File: src/rtl/mc_pkg.sv
// Shared types and encodings for the multicycle controller.
// MULTICYCLE_CTRL_TRAP_EN adds the TRAP state for illegal opcodes.
package mc_pkg;

  typedef enum logic [3:0] {
    S_IDLE,
    S_FETCH,
    S_DECODE,
    S_MEMADR,
    S_MEMRD,
    S_MEMWB,
    S_MEMWR,
    S_EXEC,
    S_RWB,
    S_IWB,
    S_BRANCH,
    S_JUMP
`ifdef MULTICYCLE_CTRL_TRAP_EN
    , S_TRAP
`endif
  } state_e;

  typedef enum logic [2:0] {
    C_NOP,
    C_RTYPE,
    C_ADDI,
    C_LW,
    C_SW,
    C_BEQ,
    C_J
  } op_class_e;

  localparam logic [4:0] OP_NOP  = 5'h00;
  localparam logic [4:0] OP_R_LO = 5'h01;
  localparam logic [4:0] OP_R_HI = 5'h07;
  localparam logic [4:0] OP_ADDI = 5'h08;
  localparam logic [4:0] OP_LW   = 5'h10;
  localparam logic [4:0] OP_SW   = 5'h11;
  localparam logic [4:0] OP_BEQ  = 5'h18;
  localparam logic [4:0] OP_J    = 5'h1C;

  localparam logic [1:0] ALU_ADD   = 2'b00;
  localparam logic [1:0] ALU_SUB   = 2'b01;
  localparam logic [1:0] ALU_FUNCT = 2'b10;

  localparam logic [1:0] PC_ALU    = 2'b00;
  localparam logic [1:0] PC_ALUOUT = 2'b01;
  localparam logic [1:0] PC_JUMP   = 2'b10;

  localparam logic [1:0] SRCB_REG    = 2'b00;
  localparam logic [1:0] SRCB_FOUR   = 2'b01;
  localparam logic [1:0] SRCB_IMM    = 2'b10;
  localparam logic [1:0] SRCB_IMM_SH = 2'b11;

endpackage

File: src/rtl/mc_opdecode.sv
// Combinational opcode classifier with illegal-opcode flag.
// Any set bit above bit 4 makes the opcode illegal.
module mc_opdecode
  import mc_pkg::*;
#(
  parameter int OPCODE_W = 5
) (
  input  logic [OPCODE_W-1:0] opcode,
  output op_class_e           op_class,
  output logic                illegal
);

  logic [OPCODE_W-1:0] hi;
  logic [4:0]          lo;

  assign hi = opcode >> 5;
  assign lo = opcode[4:0];

  always_comb begin
    op_class = C_NOP;
    illegal  = 1'b0;
    unique case (1'b1)
      (lo == OP_NOP):  op_class = C_NOP;
      (lo >= OP_R_LO && lo <= OP_R_HI):
        op_class = C_RTYPE;
      (lo == OP_ADDI): op_class = C_ADDI;
      (lo == OP_LW):   op_class = C_LW;
      (lo == OP_SW):   op_class = C_SW;
      (lo == OP_BEQ):  op_class = C_BEQ;
      (lo == OP_J):    op_class = C_J;
      default:         illegal  = 1'b1;
    endcase
    if (hi != '0) illegal = 1'b1;
    if (illegal) op_class = C_NOP;
  end

endmodule

File: src/rtl/multicycle_ctrl.sv
// Multicycle datapath controller: Moore FSM with multi-beat fetch.
// MULTICYCLE_CTRL_TRAP_EN makes illegal opcodes lock into TRAP.
module multicycle_ctrl
  import mc_pkg::*;
#(
  parameter int OPCODE_W = 5,
  parameter int IR_WORDS = 3
) (
  input  logic                clk,
  input  logic                reset,
  input  logic [OPCODE_W-1:0] opcode,
  input  logic                mem_ready,
  output logic                memread,
  output logic                memwrite,
  output logic                data_not_instr,
  output logic [IR_WORDS-1:0] ir_write,
  output logic                alu_src_a,
  output logic [1:0]          alu_src_b,
  output logic [1:0]          alu_op,
  output logic [1:0]          pc_source,
  output logic                pc_write,
  output logic                pc_write_cond,
  output logic                reg_write,
  output logic                reg_dst,
  output logic                mem_to_reg,
  output logic                trap
);

  localparam int KW = (IR_WORDS > 1) ? $clog2(IR_WORDS) : 1;
  localparam logic [KW-1:0] K_LAST = KW'(IR_WORDS - 1);

  state_e    state;
  logic [KW-1:0] k;
  op_class_e cls;
  logic      illegal;

  mc_opdecode #(.OPCODE_W(OPCODE_W)) u_dec (
    .opcode   (opcode),
    .op_class (cls),
    .illegal  (illegal)
  );

  always_ff @(posedge clk or negedge reset) begin
    if (!reset) begin
      state <= S_IDLE;
      k     <= '0;
    end else begin
      case (state)
        S_IDLE: state <= S_FETCH;
        S_FETCH:
          if (mem_ready) begin
            if (k == K_LAST) begin
              k     <= '0;
              state <= S_DECODE;
            end else begin
              k <= k + KW'(1);
            end
          end
        S_DECODE:
          if (illegal) begin
`ifdef MULTICYCLE_CTRL_TRAP_EN
            state <= S_TRAP;
`else
            state <= S_FETCH;
`endif
          end else begin
            case (cls)
              C_LW, C_SW:       state <= S_MEMADR;
              C_RTYPE, C_ADDI:  state <= S_EXEC;
              C_BEQ:            state <= S_BRANCH;
              C_J:              state <= S_JUMP;
              default:          state <= S_FETCH;
            endcase
          end
        S_MEMADR:
          state <= (cls == C_SW) ? S_MEMWR : S_MEMRD;
        S_MEMRD: if (mem_ready) state <= S_MEMWB;
        S_MEMWR: if (mem_ready) state <= S_FETCH;
        S_EXEC:
          state <= (cls == C_ADDI) ? S_IWB : S_RWB;
`ifdef MULTICYCLE_CTRL_TRAP_EN
        S_TRAP: state <= S_TRAP;
`endif
        default: state <= S_FETCH;
      endcase
    end
  end

  // Beat strobes in FETCH follow mem_ready; everything else is per-state.
  always_comb begin
    memread        = 1'b0;
    memwrite       = 1'b0;
    data_not_instr = 1'b0;
    ir_write       = '0;
    alu_src_a      = 1'b0;
    alu_src_b      = SRCB_REG;
    alu_op         = ALU_ADD;
    pc_source      = PC_ALU;
    pc_write       = 1'b0;
    pc_write_cond  = 1'b0;
    reg_write      = 1'b0;
    reg_dst        = 1'b0;
    mem_to_reg     = 1'b0;
    trap           = 1'b0;
    case (state)
      S_FETCH: begin
        memread   = 1'b1;
        alu_src_b = SRCB_FOUR;
        if (mem_ready) begin
          pc_write = 1'b1;
          ir_write = IR_WORDS'(1) << k;
        end
      end
      S_DECODE: alu_src_b = SRCB_IMM_SH;
      S_MEMADR: begin
        alu_src_a = 1'b1;
        alu_src_b = SRCB_IMM;
      end
      S_MEMRD: begin
        memread        = 1'b1;
        data_not_instr = 1'b1;
      end
      S_MEMWR: begin
        memwrite       = 1'b1;
        data_not_instr = 1'b1;
      end
      S_MEMWB: begin
        reg_write  = 1'b1;
        mem_to_reg = 1'b1;
      end
      S_EXEC: begin
        alu_src_a = 1'b1;
        alu_op    = ALU_FUNCT;
        alu_src_b = (cls == C_ADDI) ? SRCB_IMM : SRCB_REG;
      end
      S_RWB: begin
        reg_write = 1'b1;
        reg_dst   = 1'b1;
      end
      S_IWB: reg_write = 1'b1;
      S_BRANCH: begin
        alu_src_a     = 1'b1;
        alu_op        = ALU_SUB;
        pc_write_cond = 1'b1;
        pc_source     = PC_ALUOUT;
      end
      S_JUMP: begin
        pc_write  = 1'b1;
        pc_source = PC_JUMP;
      end
`ifdef MULTICYCLE_CTRL_TRAP_EN
      S_TRAP: trap = 1'b1;
`endif
      default: ;
    endcase
  end

endmodule

File: config.mk
export PLATFORM = sky130hd
export DESIGN_NAME = multicycle_ctrl
export DESIGN_NICKNAME = d
export VERILOG_FILES = /design/src/rtl/mc_pkg.sv /design/src/rtl/mc_opdecode.sv /design/src/rtl/multicycle_ctrl.sv
export SDC_FILE = /design/constraint.sdc
export NUM_CORES = 1
export LEC_CHECK = 0
export CORE_ASPECT_RATIO = 0.9
export CORE_MARGIN = 2
export CORE_UTILIZATION = 40
export DETAILED_ROUTE_END_ITERATION = 8
export PLACE_DENSITY_LB_ADDON = 0.25
export SETUP_SLACK_MARGIN = 0.2
export SLEW_MARGIN = 15
export SYNTH_ARGS = -nofsm -noshare
export SYNTH_HDL_FRONTEND = slang
export SYNTH_SLANG_ARGS = --single-unit
export TNS_END_PERCENT = 10
File: constraint.sdc
create_clock -name clk -period 1.5 [get_ports clk]
set_input_delay 0.15 -clock clk [delete_from_list [all_inputs] [get_ports clk]]
set_output_delay 0.15 -clock clk [all_outputs]
set_load 0.01 [all_outputs]
Word-level counts from Yosys, hierarchy flattened
Cells that the tools add are included.
{"block": "totals", "reg_bits": 6}
{"block": "op_classes", "n_shift": 1, "add_sub_neg": 1, "n_lt_le_gt_ge": 2, "n_eq_ne": 27, "reduce_logical": 11, "muxes": 28}
{"operator": "case mux 4 bit (6 select lines)", "n": 1}
{"operator": "equality test 5 bit (second input constant)", "n": 4}
{"operator": "two-way mux 4 bit", "n": 5}
{"operator": "case mux 3 bit (6 select lines)", "n": 1}
{"operator": "equality test 4 x 3 -> 1 bit (second input constant)", "n": 4}
{"operator": "equality test 4 bit (second input constant)", "n": 4}
{"operator": "case mux 4 bit (4 select lines)", "n": 1}
{"operator": "two-way mux 1 bit", "n": 10}
{"operator": "equality test 3 bit (second input constant)", "n": 3}
{"operator": "two-way mux 3 bit", "n": 3}
{"operator": "equality test 4 x 2 -> 1 bit (second input constant)", "n": 2}
{"operator": "inequality test 2 bit (second input constant)", "n": 4}
{"operator": "case mux 2 bit (2 select lines)", "n": 2}
{"operator": "case mux 2 bit (4 select lines)", "n": 1}
{"operator": "OR reduction 2 bit", "n": 4}
{"operator": "OR reduction 7 bit", "n": 1}
{"operator": "equality test 3 x 2 -> 1 bit (second input constant)", "n": 2}
{"operator": "two-way mux 2 bit", "n": 3}
{"operator": "OR reduction 3 bit", "n": 2}
{"operator": "equality test 5 x 4 -> 1 bit (second input constant)", "n": 1}
{"operator": ">= comparator 5 x 1 -> 1 bit (second input constant)", "n": 1}
{"operator": "less-or-equal comparator 5 x 3 -> 1 bit (second input constant)", "n": 1}
{"operator": "logical NOT 5 bit", "n": 1}
{"operator": "equality test 4 x 1 -> 1 bit (second input constant)", "n": 1}
{"operator": "8 further kinds", "n": 8}

Longest topological paths before layout
Gate-level depths: netlist (run 1).
{"block": "logic_depth", "word_depth": 9, "mapped_depth": 6, "ltp_nobuf": 4}

Hierarchy
Synthesis (run 1) repeated with hierarchy kept, for this count alone.
{"block": "hier_totals", "hier_cells": 87, "hier_area_um2": 654.4}
{"module": "multicycle_ctrl", "cells_each": 72, "n_inst": 1, "area_per_inst_um2": 551.8, "seq_area_each_um2": 150.1}
{"module": "mc_opdecode", "cells_each": 15, "n_inst": 1, "area_per_inst_um2": 102.6, "seq_area_each_um2": 0.0}

Worst setup path before layout (run 1)
Ideal clock, no wire load.
{"block": "synth_timing", "kind": "register to register", "start": "reg state[3]", "end": "reg k[1]", "required_time_ps": 1435, "arrival_ps": 1343, "n_path_buf": 1, "path_stages_with_launch": 6, "slack_ps": 91, "path_cell_list": "dfrtp_1 -> buf_6 -> nor2_8 -> nand4b_1 -> nor3b_1 -> a21o_1"}
{"block": "synth_via", "elab_chain_cells": 2}
{"element": "from (decl)", "line": "multicycle_ctrl.sv:32", "source": "state_e state;"}
{"element": "from (signal assigned)", "line": "multicycle_ctrl.sv:76", "source": "state <= (cls == C_SW) ? S_MEMWR : S_MEMRD;"}
{"element": "from (signal assigned)", "line": "multicycle_ctrl.sv:80", "source": "state <= (cls == C_ADDI) ? S_IWB : S_RWB;"}
{"element": "equality test 4 x 1 -> 1 bit", "line": "multicycle_ctrl.sv:48", "source": "case (state)"}
{"element": "AND reduction 2 bit (no source line)"}
{"element": "to (signal assigned)", "line": "multicycle_ctrl.sv:56", "source": "k <= k + KW'(1);"}
{"element": "to (decl)", "line": "multicycle_ctrl.sv:33", "source": "logic [KW-1:0] k;"}
Every way passes these cells.
A chain may end at the register's enable or synchronous reset.

Worst setup path after layout (run 1)
{"block": "layout_timing", "start": "reg state[2]", "end": "out ir_write[1]"}
{"block": "layout_via", "elab_chain_cells": 2}
{"element": "equality test 4 x 1 -> 1 bit", "line": "multicycle_ctrl.sv:105", "source": "case (state)"}
{"element": "two-way mux 3 bit", "line": "multicycle_ctrl.sv:105"}
{"element": "to (decl)", "line": "multicycle_ctrl.sv:16", "source": "output logic [IR_WORDS-1:0] ir_write,"}
Every way passes these cells.

==> flow_metrics.env, run 1 <==
export IMPL_synth_edf_count=0
export IMPL_hold_ws_ns=0.136
export IMPL_multi_input_area_um2=487
export IMPL_period_share_pct=111
export IMPL_hold_path_class="in2async"
export IMPL_r2r_end="k[1]$_DFFE_PN0P_"
export IMPL_grt_antenna_before_repair=0
export IMPL_syn_nets=87
export IMPL_clk_pin_slew_worst_paths_ns=0.05
export IMPL_critical_path_class="reg2out"
export IMPL_cp_max_fo=5
export IMPL_violations="setup timing"
export IMPL_grt_use_total_pct=22.8
export IMPL_syn_inst=79
export IMPL_grt_pass1_wl_um=3330
export IMPL_rsz0062_at_grt="true"
export IMPL_crit_slowest_cell="dfrtp_2"
export IMPL_crit_family="buffers and inverters"
export IMPL_vias=807
export IMPL_drt_antenna_violating_nets=0
export IMPL_synthFlopType="dfrtp_1"
export IMPL_dp_cells=144
export IMPL_row_count=13
export IMPL_portBuffers=25
export IMPL_layoutNonFillerInstCount=153
export IMPL_fin_crit_ns=1.67
export IMPL_drc=0
export IMPL_ys_warn_count=0
export IMPL_fin_tns_setup_ns=-0.949
export IMPL_hpwlAfterDp_um=1460
export IMPL_clock_latency_ns=0.25
export IMPL_yosysTopAreaCell="dfrtp_1"
export IMPL_area_growth_pct=74.6
export IMPL_syn_cell_area_um2=664
export IMPL_die_y_um=42.7
export IMPL_slowest_delay_ns=0.44
export IMPL_setup_viol_count_final=13
export IMPL_final_util_pct=77.5
export IMPL_critPathLaunchType="flip-flop"
export IMPL_layout_commonest_cell="buf_4"
export IMPL_ios=27
export IMPL_yosysSeqAreaShare_pct=22.6
export IMPL_antenna_cells=0
export IMPL_nets=141
export IMPL_drtIter0Drc=19
export IMPL_cts_made_buffers=3
export IMPL_design_area_um2=1160
export IMPL_start_util_pct=44.4
export IMPL_wl_um=2060
export IMPL_leakage_nw=0.540
export IMPL_dr_pass1_iters=4
export IMPL_syn_avg_cell_area_um2=8.41
export IMPL_run_status="finished with violations"
export IMPL_fmax_ghz=0.598
export IMPL_die_area_um2=2000
export IMPL_cts_tree="built"
export IMPL_r2r_cells=9
export IMPL_path_cells="buf_12 -> nor2_8 -> nand4b_1 -> buf_6 -> nor3b_4 -> buf_2"
export IMPL_layout_common_cells="buf_4, buf_2, clkdlybuf4s50_1, nor2_1"
export IMPL_ys_ff_latch=6
export IMPL_setup_slack_ns=-0.172
export IMPL_crit_buf_inv=3
export IMPL_grt_pass1_vias=751
export IMPL_synthArstFlopShare_pct=100
export IMPL_wire_per_inst_um=13.4
export IMPL_drive_gt1_share_pct=53.4
export IMPL_core_area_um2=1500
export IMPL_synth_area_top_cells="dfrtp_1, nor3_1, buf_6"
export IMPL_fin_skew_ns=0.00612
export IMPL_report_final_slew_viol_count=0
export IMPL_worstPathRequired_ns=1.35
export IMPL_dieWidth_um=47.0
export IMPL_regArea_um2=154
export IMPL_finalHoldViolCount=0
export IMPL_gp_congestion=0.780
export IMPL_viasPerCell=5.27
export IMPL_cp_data_arrival_time_ns=1.52
export IMPL_dpl_cell_area_um2=1060
export IMPL_r2r_start="state[2]$_DFFE_PN0P_"
export IMPL_num_fill_cells=115
export IMPL_cts_root_buf="clkbuf_4"
export IMPL_grt_ovfl_total=0
export IMPL_cellPowerDensity_nw_per_um2=1340
export IMPL_rrSetupSlack_ns=-0.03
export IMPL_ys_types=39
export IMPL_cp_end_kind="output pin"
export IMPL_max_vdd_ir_drop_mv=0.911
export IMPL_synth_top_area_share_pct=22.6
export IMPL_cts_htree_levels=1
export IMPL_cts_num_sinks=6
export IMPL_max_cap_viol_count=0
export IMPL_clk_path_buf_depth=2
export IMPL_grt_max_degree=9
==> state kept, by name, summed over array words and instances, names as in the netlist <==
register and count:
k 2, state 4
==> worst max path at each step <==
stage	startpoint	end	cells after the start
3_5_place_dp	opcode[1]	alu_src_b[1]	4
3_3_place_gp	opcode[1]	alu_src_b[1]	4
2_1_floorplan	state[3]$_DFFE_PN0P_	k[0]$_DFFE_PN0P_	5
6_report	state[2]$_DFFE_PN0P_	ir_write[1]	6
4_1_cts	state[2]$_DFFE_PN0P_	ir_write[1]	6
5_1_grt	state[2]$_DFFE_PN0P_	ir_write[1]	6
==> layout make-up <==
class                   instances  area share, %
flip-flops and latches          6           13.3
multi-input cells              63           42.0
clock buffers                   3           1.94
well taps                      22           2.37
repair buffers                 58           40.1
inverters                       1          0.324
==> cells by family (layout without fill, tap and decap cells) <==
group / Yosys count / count (layout) / synth area share [%]
AOI/OAI and AO/OA: 20 / 20 / 22.0
xor gates and xnor gates: 2 / 2 / 2.64
buffers and inverters: 10 / 62 / 13.9
DFF: 6 / 6 / 22.6
muxes: 2 / 2 / 3.01
other: 1 / 1 / 0.564
and+or+nand+nor: 38 / 38 / 35.2
==> worst reg2reg max path: cells and delay by family, from the launching register on <==
family	cells	cell delay, ns
AOI/OAI and AO/OA	1	0.08
DFF	1	0.44
and+or+nand+nor	3	0.37
buffers and inverters	5	0.58
==> metal layers <==
layer  global-route usage (%)  share of wire [%]  wire [µm]
met3                     4.26                4.7         96
met5                        0                  0          0
met1                     29.9                 40        813
met4                     4.44               0.83         17
met2                     38.4                 55       1130
==> synthesized netlist by cell type, types with 2 or more instances <==
| cell | count |
|---|---|
| a21o_1 | 2 |
| a21oi_1 | 2 |
| a31oi_1 | 2 |
| buf_4 | 3 |
| buf_6 | 3 |
| clkbuf_8 | 2 |
| dfrtp_1 | 6 |
| mux2i_1 | 2 |
| nand2_1 | 3 |
| nand2b_1 | 5 |
| nor2_1 | 8 |
| nor2b_1 | 2 |
| nor3_1 | 7 |
| nor3b_1 | 3 |
| o2111ai_1 | 2 |
| o21ai_0 | 3 |
| xnor2_1 | 2 |
==> through the flow <==
stage	setup WS, ns	power, mW
floorplan	0.143	0.805
global placement	-0.391	1.27
detailed placement	-0.461	1.29
CTS	-0.136	1.50
global route	-0.225	1.66
finish	-0.172	1.56
==> power by group <==
group	switching [mW]	leakage [nW]	internal (mW)
registers	0.0783	0.0728	0.219
clock network	0.0608	0.0138	0.0906
logic	0.499	0.454	0.610
==> timing repair <==
item | 4_1_cts | 5_1_grt
pin swaps | 3 | 5
hold endpoints to repair | 0 | 0
setup buffers | 5 | 1
hold buffers | 0 | 0
resized for setup | 69 | 9
setup endpoints to repair | 24 | 24
No activity file was read; power rests on OpenSTA's default activity.
==> run 2: changes to the inputs <==
CORE_UTILIZATION = 42   (was 40)
==> run 2 against run 1 <==
Compared with the run above: the flow still finishes with violations (setup timing); sequential power hardly changed; core utilization decreased by 0.59 points; clock power shrank 8%; sequential cell count stayed put; die area decreased by 4.3%; setup slack got worse by 0.027 ns; routed wire length grew 2.3%; total power decreased by 3.4%; critical endpoint unchanged.
==> flow_metrics.env, run 2 (same netlist as run 1, synthesis figures left out) <==
export IMPL_slowest_delay_ns=0.43
export IMPL_setup_viol_count_final=5
export IMPL_start_util_pct=45.4
export IMPL_hpwlAfterDp_um=1450
export IMPL_layout_common_cells="buf_4, buf_2, clkdlybuf4s50_1"
export IMPL_cts_htree_levels=1
export IMPL_max_vdd_ir_drop_mv=0.697
export IMPL_crit_family="buffers and inverters"
export IMPL_hold_path_class="in2async"
export IMPL_dr_pass1_iters=4
export IMPL_regMostFlops="state"
export IMPL_grt_max_degree=11
export IMPL_dieWidth_um=45.9
export IMPL_layout_commonest_cell="buf_4"
export IMPL_setup_slack_ns=-0.199
export IMPL_fin_skew_ns=0.00314
export IMPL_crit_buf_inv=3
export IMPL_top_regs="state x4, k x2"
export IMPL_drive_gt1_share_pct=57.8
export IMPL_die_area_um2=1920
export IMPL_drc=0
export IMPL_violations="setup timing"
export IMPL_critical_path_class="reg2out"
export IMPL_cts_root_buf="clkbuf_4"
export IMPL_cp_max_fo=5
export IMPL_leakage_nw=0.532
export IMPL_core_area_um2=1460
export IMPL_cp_data_arrival_time_ns=1.55
export IMPL_power_mw=1.51
export IMPL_r2r_start="state[1]$_DFFE_PN0P_"
export IMPL_cp_end_kind="output pin"
export IMPL_wire_per_inst_um=14.7
export IMPL_gp_congestion=0.801
export IMPL_portBuffers=25
export IMPL_dp_cells=133
export IMPL_fin_crit_ns=1.70
export IMPL_grt_use_total_pct=23.6
export IMPL_die_y_um=41.7
export IMPL_finalHoldViolCount=0
export IMPL_hold_ws_ns=0.158
export IMPL_cts_hold_buf=0
export IMPL_max_cap_viol_count=0
export IMPL_antenna_cells=0
export IMPL_run_status="finished with violations"
export IMPL_row_count=13
export IMPL_cellPowerDensity_nw_per_um2=1340
export IMPL_cts_made_buffers=3
export IMPL_clk_path_buf_depth=2
export IMPL_crit_slowest_cell="dfrtp_2"
export IMPL_clock_latency_ns=0.23
export IMPL_startpoint="state[2]$_DFFE_PN0P_"
export IMPL_worstPathRequired_ns=1.35
export IMPL_rsz0062_at_grt="true"
export IMPL_vias=786
export IMPL_path_cells="buf_12 -> nor2_8 -> nand4b_1 -> buf_6 -> nor3b_4 -> buf_2"
export IMPL_layoutNonFillerInstCount=143
export IMPL_period_share_pct=113
export IMPL_ios=27
export IMPL_cts_num_sinks=6
export IMPL_drtIter0Drc=17
export IMPL_cts_tree="built"
export IMPL_nets=138
export IMPL_grt_ovfl_total=0
export IMPL_grt_pass1_wl_um=3380
export IMPL_largest_reg_flops=4
export IMPL_grt_pass1_vias=753
export IMPL_report_final_slew_viol_count=0
export IMPL_grt_antenna_before_repair=0
export IMPL_critPathLaunchType="flip-flop"
export IMPL_area_growth_pct=69.5
export IMPL_wl_um=2100
export IMPL_viasPerCell=5.50
export IMPL_clk_pin_slew_worst_paths_ns=0.04
export IMPL_fin_tns_setup_ns=-0.698
export IMPL_drt_antenna_violating_nets=0
export IMPL_fmax_ghz=0.589
run 2: repair_timing:
item	in CTS	in global routing
endpoints found under the hold margin	0	0
pin swaps	9	1
setup endpoints to repair	24	24
buffers inserted	7	0
resized for setup	74	20
run 2: stage by stage:
step / utilization [%] / cell area [µm²] / setup WS (ns)
global route: 76.9 / 1130 / -0.266
global placement: 69.8 / 1020 / -0.405
CTS: 75.9 / 1110 / -0.133
floorplan: - / 669 / 0.143
finish: 76.9 / 1130 / -0.199
detailed placement: 69.8 / 1020 / -0.427
run 2: power breakdown:
part           total [mW]  leakage [nW]  internal (mW)  switching, mW
clock               0.139        0.0138         0.0899         0.0490
combinational        1.07         0.445          0.566          0.506
sequential          0.295        0.0735          0.217         0.0781
run 2: cell type report:
| class | count | area [µm²] |
|---|---|---|
| Multi-Input combinational cell | 63 | 505 |
| Timing Repair Buffer | 55 | 423 |
| Fill cell | 98 | 338 |
| Sequential cell | 6 | 153 |
| Clock buffer | 3 | 22.5 |
| Tap cell | 15 | 18.8 |
| Inverter | 1 | 3.75 |
run 2: final timing paths:
check,endpoint,slack (ns),cells after the start
max reg2reg,state[1]$_DFFE_PN0P_,0.02,5
min reg2reg,k[0]$_DFFE_PN0P_,0.61,1
max,ir_write[1],-0.20,6
max in group asynchronous,state[3]$_DFFE_PN0P_,1.10,1
min in group clk,state[1]$_DFFE_PN0P_,0.59,5
min,state[0]$_DFFE_PN0P_,0.16,1
run 2: per-layer routing:
metal / global-route usage [%] / vias up / part of all wire (%)
met4: 0 / 0 / 0
met5: 0 / - / 0
met2: 45.8 / 17 / 55
met1: 27.3 / 383 / 42
li1: - / 386 / -
met3: 3.91 / 0 / 2.9
